===== src/rtl/mem_ctrl_pkg.sv =====
// Shared types and defaults for the MEM-stage SRAM access sequencer.
package mem_ctrl_pkg;

  typedef enum logic [1:0] {StIdle, StAccess, StDone} state_e;

  localparam int unsigned SRAM_LATENCY_DEF = 6;
  localparam int unsigned ADDR_BASE_DEF    = 1024;
  localparam int unsigned SRAM_AW_DEF      = 18;

  function automatic int unsigned cnt_width(int unsigned latency);
    return $clog2(latency);
  endfunction

  localparam int unsigned CNT_W_DEF = cnt_width(SRAM_LATENCY_DEF);

endpackage


===== src/rtl/sram_wait_counter.sv =====
// Loadable up-counter that flags the last wait cycle of an SRAM access.
module sram_wait_counter
  import mem_ctrl_pkg::*;
#(
  parameter int unsigned SRAM_LATENCY = SRAM_LATENCY_DEF,
  parameter int unsigned CntW         = cnt_width(SRAM_LATENCY)
) (
  input  logic clk_i,
  input  logic rst_i,
  input  logic clr_i,
  input  logic load_i,
  input  logic inc_i,
  output logic tc_o
);

  localparam logic [CntW-1:0] TcVal = CntW'(SRAM_LATENCY - 1);

  logic [CntW-1:0] count_d, count_q;

  always_comb begin
    count_d = count_q;
    if (clr_i) begin
      count_d = '0;
    end else if (load_i) begin
      count_d = CntW'(1);
    end else if (inc_i) begin
      count_d = count_q + CntW'(1);
    end
  end

  always_ff @(posedge clk_i) begin
    if (rst_i) begin
      count_q <= '0;
    end else begin
      count_q <= count_d;
    end
  end

  assign tc_o = (count_q == TcVal);

endmodule


===== src/rtl/mem_stage_sram_ctrl.sv =====
// MEM-stage data-memory sequencer: holds ready low for a fixed-length SRAM access
// so the hazard logic can freeze the pipeline around it.
module mem_stage_sram_ctrl
  import mem_ctrl_pkg::*;
#(
  parameter int unsigned SRAM_LATENCY = SRAM_LATENCY_DEF,
  parameter int unsigned ADDR_BASE    = ADDR_BASE_DEF,
  parameter int unsigned SRAM_AW      = SRAM_AW_DEF
) (
  input  logic               clk,
  input  logic               rst,
  input  logic               wr_en,
  input  logic               rd_en,
  input  logic [31:0]        address,
  input  logic [31:0]        write_data,
  output logic [31:0]        read_data,
  output logic               ready,
  output logic [SRAM_AW-1:0] sram_addr,
  output logic [31:0]        sram_dq_out,
  output logic               sram_dq_oe,
  input  logic [31:0]        sram_dq_in,
  output logic               sram_we_n
);

  state_e             state_d, state_q;
  logic               is_write_d, is_write_q;
  logic [31:0]        read_data_d, read_data_q;
  logic [SRAM_AW-1:0] sram_addr_d, sram_addr_q;
  logic [31:0]        sram_dq_out_d, sram_dq_out_q;
  logic               sram_dq_oe_d, sram_dq_oe_q;
  logic               sram_we_n_d, sram_we_n_q;

  logic req;
  logic cnt_load, cnt_inc, cnt_clr, cnt_tc;

  assign req      = rd_en | wr_en;
  assign cnt_load = (state_q == StIdle) & req;
  assign cnt_inc  = (state_q == StAccess) & ~cnt_tc;
  assign cnt_clr  = (state_q == StAccess) & cnt_tc;

  sram_wait_counter #(
    .SRAM_LATENCY (SRAM_LATENCY)
  ) u_wait_cnt (
    .clk_i  (clk),
    .rst_i  (rst),
    .clr_i  (cnt_clr),
    .load_i (cnt_load),
    .inc_i  (cnt_inc),
    .tc_o   (cnt_tc)
  );

  always_comb begin
    state_d       = state_q;
    is_write_d    = is_write_q;
    read_data_d   = read_data_q;
    sram_addr_d   = sram_addr_q;
    sram_dq_out_d = sram_dq_out_q;
    sram_dq_oe_d  = sram_dq_oe_q;
    sram_we_n_d   = sram_we_n_q;
    unique case (state_q)
      StIdle: begin
        if (req) begin
          // Write wins when both enables are set; strobes go live on entry to ACCESS.
          is_write_d    = wr_en;
          sram_addr_d   = SRAM_AW'((address - ADDR_BASE) >> 2);
          sram_dq_out_d = write_data;
          sram_we_n_d   = ~wr_en;
          sram_dq_oe_d  = wr_en;
          state_d       = StAccess;
        end
      end
      StAccess: begin
        if (cnt_tc) begin
          if (!is_write_q) begin
            read_data_d = sram_dq_in;
          end
          sram_we_n_d  = 1'b1;
          sram_dq_oe_d = 1'b0;
          state_d      = StDone;
        end
      end
      StDone:  state_d = StIdle;
      default: state_d = StIdle;
    endcase
  end

  always_ff @(posedge clk) begin
    if (rst) begin
      state_q       <= StIdle;
      is_write_q    <= 1'b0;
      read_data_q   <= '0;
      sram_addr_q   <= '0;
      sram_dq_out_q <= '0;
      sram_dq_oe_q  <= 1'b0;
      sram_we_n_q   <= 1'b1;
    end else begin
      state_q       <= state_d;
      is_write_q    <= is_write_d;
      read_data_q   <= read_data_d;
      sram_addr_q   <= sram_addr_d;
      sram_dq_out_q <= sram_dq_out_d;
      sram_dq_oe_q  <= sram_dq_oe_d;
      sram_we_n_q   <= sram_we_n_d;
    end
  end

  assign ready       = (state_q == StDone) | ((state_q == StIdle) & ~rd_en & ~wr_en);
  assign read_data   = read_data_q;
  assign sram_addr   = sram_addr_q;
  assign sram_dq_out = sram_dq_out_q;
  assign sram_dq_oe  = sram_dq_oe_q;
  assign sram_we_n   = sram_we_n_q;

endmodule


===== config.mk =====
export PLATFORM = sky130hd
export DESIGN_NAME = mem_stage_sram_ctrl
export DESIGN_NICKNAME = d
export VERILOG_FILES = /design/src/rtl/mem_ctrl_pkg.sv /design/src/rtl/sram_wait_counter.sv /design/src/rtl/mem_stage_sram_ctrl.sv
export SDC_FILE = /design/constraint.sdc
export NUM_CORES = 1
export LEC_CHECK = 0
export BUFFER_PORTS_ARGS = -buffer_cell sky130_fd_sc_hd__buf_2
export CAP_MARGIN = 20
export CORE_UTILIZATION = 49
export CTS_BUF_LIST = sky130_fd_sc_hd__clkbuf_2 sky130_fd_sc_hd__clkbuf_4 sky130_fd_sc_hd__clkbuf_8
export DETAILED_ROUTE_END_ITERATION = 8
export GPL_TIMING_DRIVEN = 0
export PLACE_DENSITY = 0.92
export SLEW_MARGIN = 20
export SYNTH_ARGS = -nofsm -noshare
export SYNTH_HDL_FRONTEND = slang
export SYNTH_SLANG_ARGS = --single-unit

===== constraint.sdc =====
create_clock -name clk -period 2.3 [get_ports clk]
set_input_delay 0.46 -clock clk [delete_from_list [all_inputs] [get_ports clk]]
set_output_delay 0.46 -clock clk [all_outputs]
set_load 0.01 [all_outputs]

## Word level (Yosys, flattened, before mapping)

Index checks and enable logic that the tools add are counted.

| storage, ports and cells | value |
|---|---|
| latch bits | 0 |
| memories | 0 |
| memory bits (writable) | 0 |
| bits of input ports | 100 |
| memory bits (read-only) | 0 |
| output and inout port bits | 85 |
| logic and storage cells | 47 |
| flip-flop bits (word level) | 90 |

| operators by class | value |
|---|---|
| muxes and demuxes | 11 |
| $mul | 0 |
| bitwise operators | 11 |
| magnitude comparators | 0 |
| shift operators | 0 |
| reduce and logical (&&, ||, !) cells | 9 |
| div/mod/pow operators | 0 |
| eq/ne operators | 5 |
| add/subtract/negate cells | 2 |

Operators with widths:

| cell | number |
|---|---|
| 20-bit by 11-bit subtractor with 20-bit output, second input constant | 1 |
| 1-bit two-way mux | 6 |
| 3-bit AND reduction | 2 |
| 1-bit AND | 5 |
| 2-bit two-way mux | 2 |
| 2-bit inequality test, second input constant | 2 |
| 1-bit NOT | 4 |
| 1-bit case mux with 2 select lines | 2 |
| 2-bit case mux with 2 select lines | 1 |
| 2-bit AND reduction | 2 |
| 2-bit nonzero test | 2 |
| 3-bit by 1-bit adder with 3-bit output, second input constant | 1 |
| 3-bit equality test, second input constant | 1 |
| 3-bit OR reduction | 1 |
| 2-bit by 1-bit equality test with 1-bit output, second input constant | 1 |
| 2-bit equality test, second input constant | 1 |
| 2-bit logical NOT | 1 |
| 1-bit bitwise OR | 2 |
| 2-bit OR reduction | 1 |

## Longest topological paths before layout

| depth | value |
|---|---|
| depth after elaboration | 5 |
| mapped depth | 8 |

## Hierarchy

From an unflattened synthesis, not the netlist that was laid out.

| second synthesis, totals | value |
|---|---|
| cells, all modules | 422 |
| area, all modules | 3,464.6 sq um |

By module, submodules not included:

| module | cells an instance | area each (sq um) | instances |
|---|---|---|---|
| mem_stage_sram_ctrl | 406 | 3,299.4 | 1 |
| sram_wait_counter | 16 | 165.2 | 1 |

## Least setup slack after synthesis

OpenSTA, ideal clock, no wires.

| timing | value |
|---|---|
| path kind | in2reg |
| start | input port address[14] |
| end | register sram_addr_q[17] (netlist: sram_addr[17]) |
| path buffers | 0 |
| path slack | 0.706 ns |
| data required time | 2.164 ns |
| stages | 4 |
| library setup time | 0.136 ns |
| arrival time | 1.458 ns |
| path through | or4_4 nor4b_4 xnor2_1 a211oi_2 |

| between the ends | value |
|---|---|
| longest elaborated chain between the ends | 1 |

RTL lines:

| what | line | RTL |
|---|---|---|
| start: declaration | mem_stage_sram_ctrl.sv:14 | `input logic [31:0] address,` |
| 20-bit by 11-bit subtractor with 20-bit output | mem_stage_sram_ctrl.sv:65 | `sram_addr_d = SRAM_AW'((address - ADDR_BASE) >> 2);` |
| end signal: assignment | mem_stage_sram_ctrl.sv:100 | `sram_addr_q <= sram_addr_d;` |
| end: declaration | mem_stage_sram_ctrl.sv:28 | `logic [SRAM_AW-1:0] sram_addr_d, sram_addr_q;` |

Every way passes these cells.
A chain may end at the register's enable or synchronous reset.

## Worst setup path in the final report

| timing | value |
|---|---|
| start | register state_q[0] |
| end | register sram_addr_q[15] (netlist: sram_addr[15]) |

| between the ends | value |
|---|---|
| longest elaborated chain between the ends | 2 |

RTL lines:

| what | line | RTL |
|---|---|---|
| start: declaration | mem_stage_sram_ctrl.sv:25 | `state_e state_d, state_q;` |
| start signal: assignment | mem_stage_sram_ctrl.sv:89 | `state_q <= StIdle;` |
| start signal: assignment | mem_stage_sram_ctrl.sv:97 | `state_q <= state_d;` |
| 2-bit logical NOT | mem_stage_sram_ctrl.sv:60 | `unique case (state_q)` |
| 2-bit AND reduction (no source line) | - |  |

Every way passes these cells.

==> impl_metrics.tcl <==
set metrics [dict create \
    status "finished with violations" \
    violations "design-rule violations" \
    met2_usage_pct 47.8 \
    rsz0062_at_grt "no" \
    gp_congestion 0.885 \
    drive_gt1_share_pct 32.9 \
    ys_ff_latch 90 \
    synth_mux_area_share_pct 0 \
    crit_type "reg -> reg" \
    met1_usage_pct 27.1 \
    drt_wl_total_microns 8880 \
    leakage_nw 2.06 \
    dieArea_sq_um 7090 \
    final_cells 672 \
    grtUsageMet3_pct 5.60 \
    vias_per_cell 5.10 \
    first_pass_iters 6 \
    final.min_clock_period_ns 1.85 \
    clk_pin_slew_ns 0.09 \
    skew_ns 0.0128 \
    cts_sinks 90 \
    cts_buffer_depth 2 \
    post-cts-setup-buffer-count 0 \
    post_cts_resized 0 \
    grt_pass1_wl_microns 14400 \
    start_util_pct 51.5 \
    synth-adder-area-share_pct 1.13 \
    slew_violations 0 \
    synthXorXnorAreaFrac_pct 2.12 \
    grt_overflow 0 \
    holdWs_ns 0.339 \
    grt_max_degree 15 \
    track_usage_pct 25.6 \
    row_count 29 \
    required_ns 2.54 \
    wl_per_cell_microns 13.2 \
    tns_ns 0 \
    slew_headroom_pct 56.3 \
    ios 185 \
    synth_cell_types 25 \
    fp.dieH_microns 84.2 \
    synth_compound_gate_area_share_pct 14.9 \
    finalCritPeriodShare_pct 80.6 \
    crit_fanout 10 \
    grt_pass1_vias 3381 \
    htree_levels 3 \
    tightest_slew_ns 0.655 \
    cts_buffers 9 \
    worstSkewPairLatency_ns 0.35 \
    num-nets-final 694 \
    busiest_layer "met2" \
    cts_hold_buf 0 \
    final-hold-violation-count 0 \
    port-buffer-count 169 \
    die_w_microns 84.2 \
    drtIter0Drc 114 \
    critPathLaunchType "flop" \
    syn_nets 514 \
    dp.final_hpwl_microns 6710 \
    max_freq_mhz 539 \
    syn_to_final_growth_pct 34.9 \
    setup_viol 0 \
    avgSynthCellArea_sq_um 8.05 \
    antenna_cells 0 \
    coreArea_sq_um 6420 \
    maxCapViolations 0 \
    syn_area_sq_um 3310 \
    ys_seq_area_share_pct 54.4 \
    postRouteAntennaNets 0 \
    vias 3427 \
    end_kind "flop" \
    grt_antenna_before_repair 0 \
    tritoncts "done" \
    hold_path_class "in -> reg" \
    drc 26 \
    syn_inst 411 \
    synth_top_family_by_area "simple AND/OR/NAND/NOR gates" \
    synthSimpleGateAreaFrac_pct 23.7 \
    cp.arrival_ns 2.10 \
    cts_root_buf "clkbuf_8" \
    yosysWarnings 0 \
    vdd_drop_max_v 0.000429 \
    dp.cells 657 \
    pwr_density_cell_nw_per_um2 729 \
    fin_util_pct 69.5 \
]
cells in the final DEF (no fill, tap or decap), drive strengths merged:
master | netlist | routed
a311oi | 1 | 1
a2111oi | 1 | 1
bufinv | 0 | 2
nor2 | 20 | 20
o21ai | 3 | 3
dfxtp | 90 | 90
clkinvlp | 0 | 2
nor4b | 1 | 1
or4 | 1 | 1
nand3 | 1 | 1
ha | 3 | 3
xor2 | 3 | 3
clkbuf | 22 | 32
xnor2 | 5 | 5
a21oi | 76 | 76
clkinv | 0 | 1
inv | 3 | 3
buf | 6 | 175
a211oi | 10 | 10
or3 | 1 | 1
nor3 | 7 | 7
nand2b | 6 | 6
nor4 | 1 | 1
nand4b | 1 | 1
nand2 | 149 | 149
worst max-delay path: stages (launching register included):
cell	delay (ns)
dfxtp_1	0.30
clkbuf_1	0.17
nor3_2	0.50
clkbuf_1	0.44
nor2_1	0.08
a211oi_1	0.26
layout make-up:
cell class	instances	area [sq um]
fillers	535	1960
flip-flops and latches	90	1800
multi-input cells	290	1380
repair buffers	169	846
clock buffers	10	131
plain buffers	28	113
well taps	77	96.3
clock inverters	5	80.1
inverters	3	11.3
routing by layer:
| layer | share of wire (%) | up-vias |
|---|---|---|
| met3 | 7.8 | 22 |
| met2 | 49 | 159 |
| met4 | 2.5 | 0 |
| met1 | 41 | 1546 |
| met5 | 0 | - |
| li1 | - | 1700 |
synthesized netlist by cell type:
cell | n | area [sq um]
nand2_1 | 149 | 559
or3_1 | 1 | 6.26
nor2_1 | 20 | 75.1
nand4b_1 | 1 | 8.76
nor4b_4 | 1 | 23.8
xor2_1 | 3 | 26.3
a211oi_2 | 1 | 12.5
a311oi_1 | 1 | 8.76
clkbuf_1 | 22 | 82.6
o21ai_1 | 1 | 5.00
nand3_1 | 1 | 5.00
a21oi_1 | 76 | 380
dfxtp_1 | 90 | 1800
ha_1 | 3 | 37.5
nor3_1 | 4 | 20.0
nor4_1 | 1 | 6.26
a2111oi_0 | 1 | 8.76
or4_4 | 1 | 11.3
nand2b_1 | 6 | 37.5
buf_2 | 6 | 30.0
xnor2_1 | 5 | 43.8
nor3_2 | 3 | 30.0
inv_1 | 3 | 11.3
a211oi_1 | 9 | 67.6
o21ai_0 | 2 | 10.0
report_power, final:
group	switching (mW)	total, mW	leakage (nW)	internal, mW
clock network	0.529	1.15	0.102	0.617
registers	0.0418	1.68	0.737	1.64
logic	0.255	0.430	1.22	0.175
registers in the layout (all words and copies together) (netlist names):
signal and cells:
is_write_q 1, read_data 32, sram_addr 18, sram_dq_oe 1
sram_dq_out 32, sram_we_n 1, state_q 2, u_wait_cnt.count_q 3
per-stage QoR:
| step | worst slack [ns] | cell area [sq um] | power, mW |
|---|---|---|---|
| CTS | 0.422 | 4460 | 3.27 |
| global route | 0.262 | 4460 | 3.39 |
| floorplan | 0.706 | 3310 | 1.93 |
| detailed placement | 0.387 | 4250 | 2.14 |
| global placement | 0.375 | 4250 | 2.12 |
| finish | 0.446 | 4460 | 3.25 |
cell families after synthesis:
family / count (synthesis)
AOI/OAI and AO/OA: 91
DFF: 90
adders and majority gates: 3
and+or+nand+nor: 188
buffers and inverters: 31
xor gates and xnor gates: 8
final timing paths:
| kind | startpoint | endpoint | slack [ns] | cells after the start |
|---|---|---|---|---|
| worst min-delay path | write_data[19] | sram_dq_out[19] | 0.34 | 3 |
| worst max-delay path | state_q[0] | sram_addr[15] | 0.45 | 5 |
| worst max register to register | state_q[0] | sram_addr[15] | 0.45 | 5 |
| worst min register to register | read_data[10] | read_data[10] | 0.45 | 2 |
Note: power is estimated with default switching activity, not from simulation.
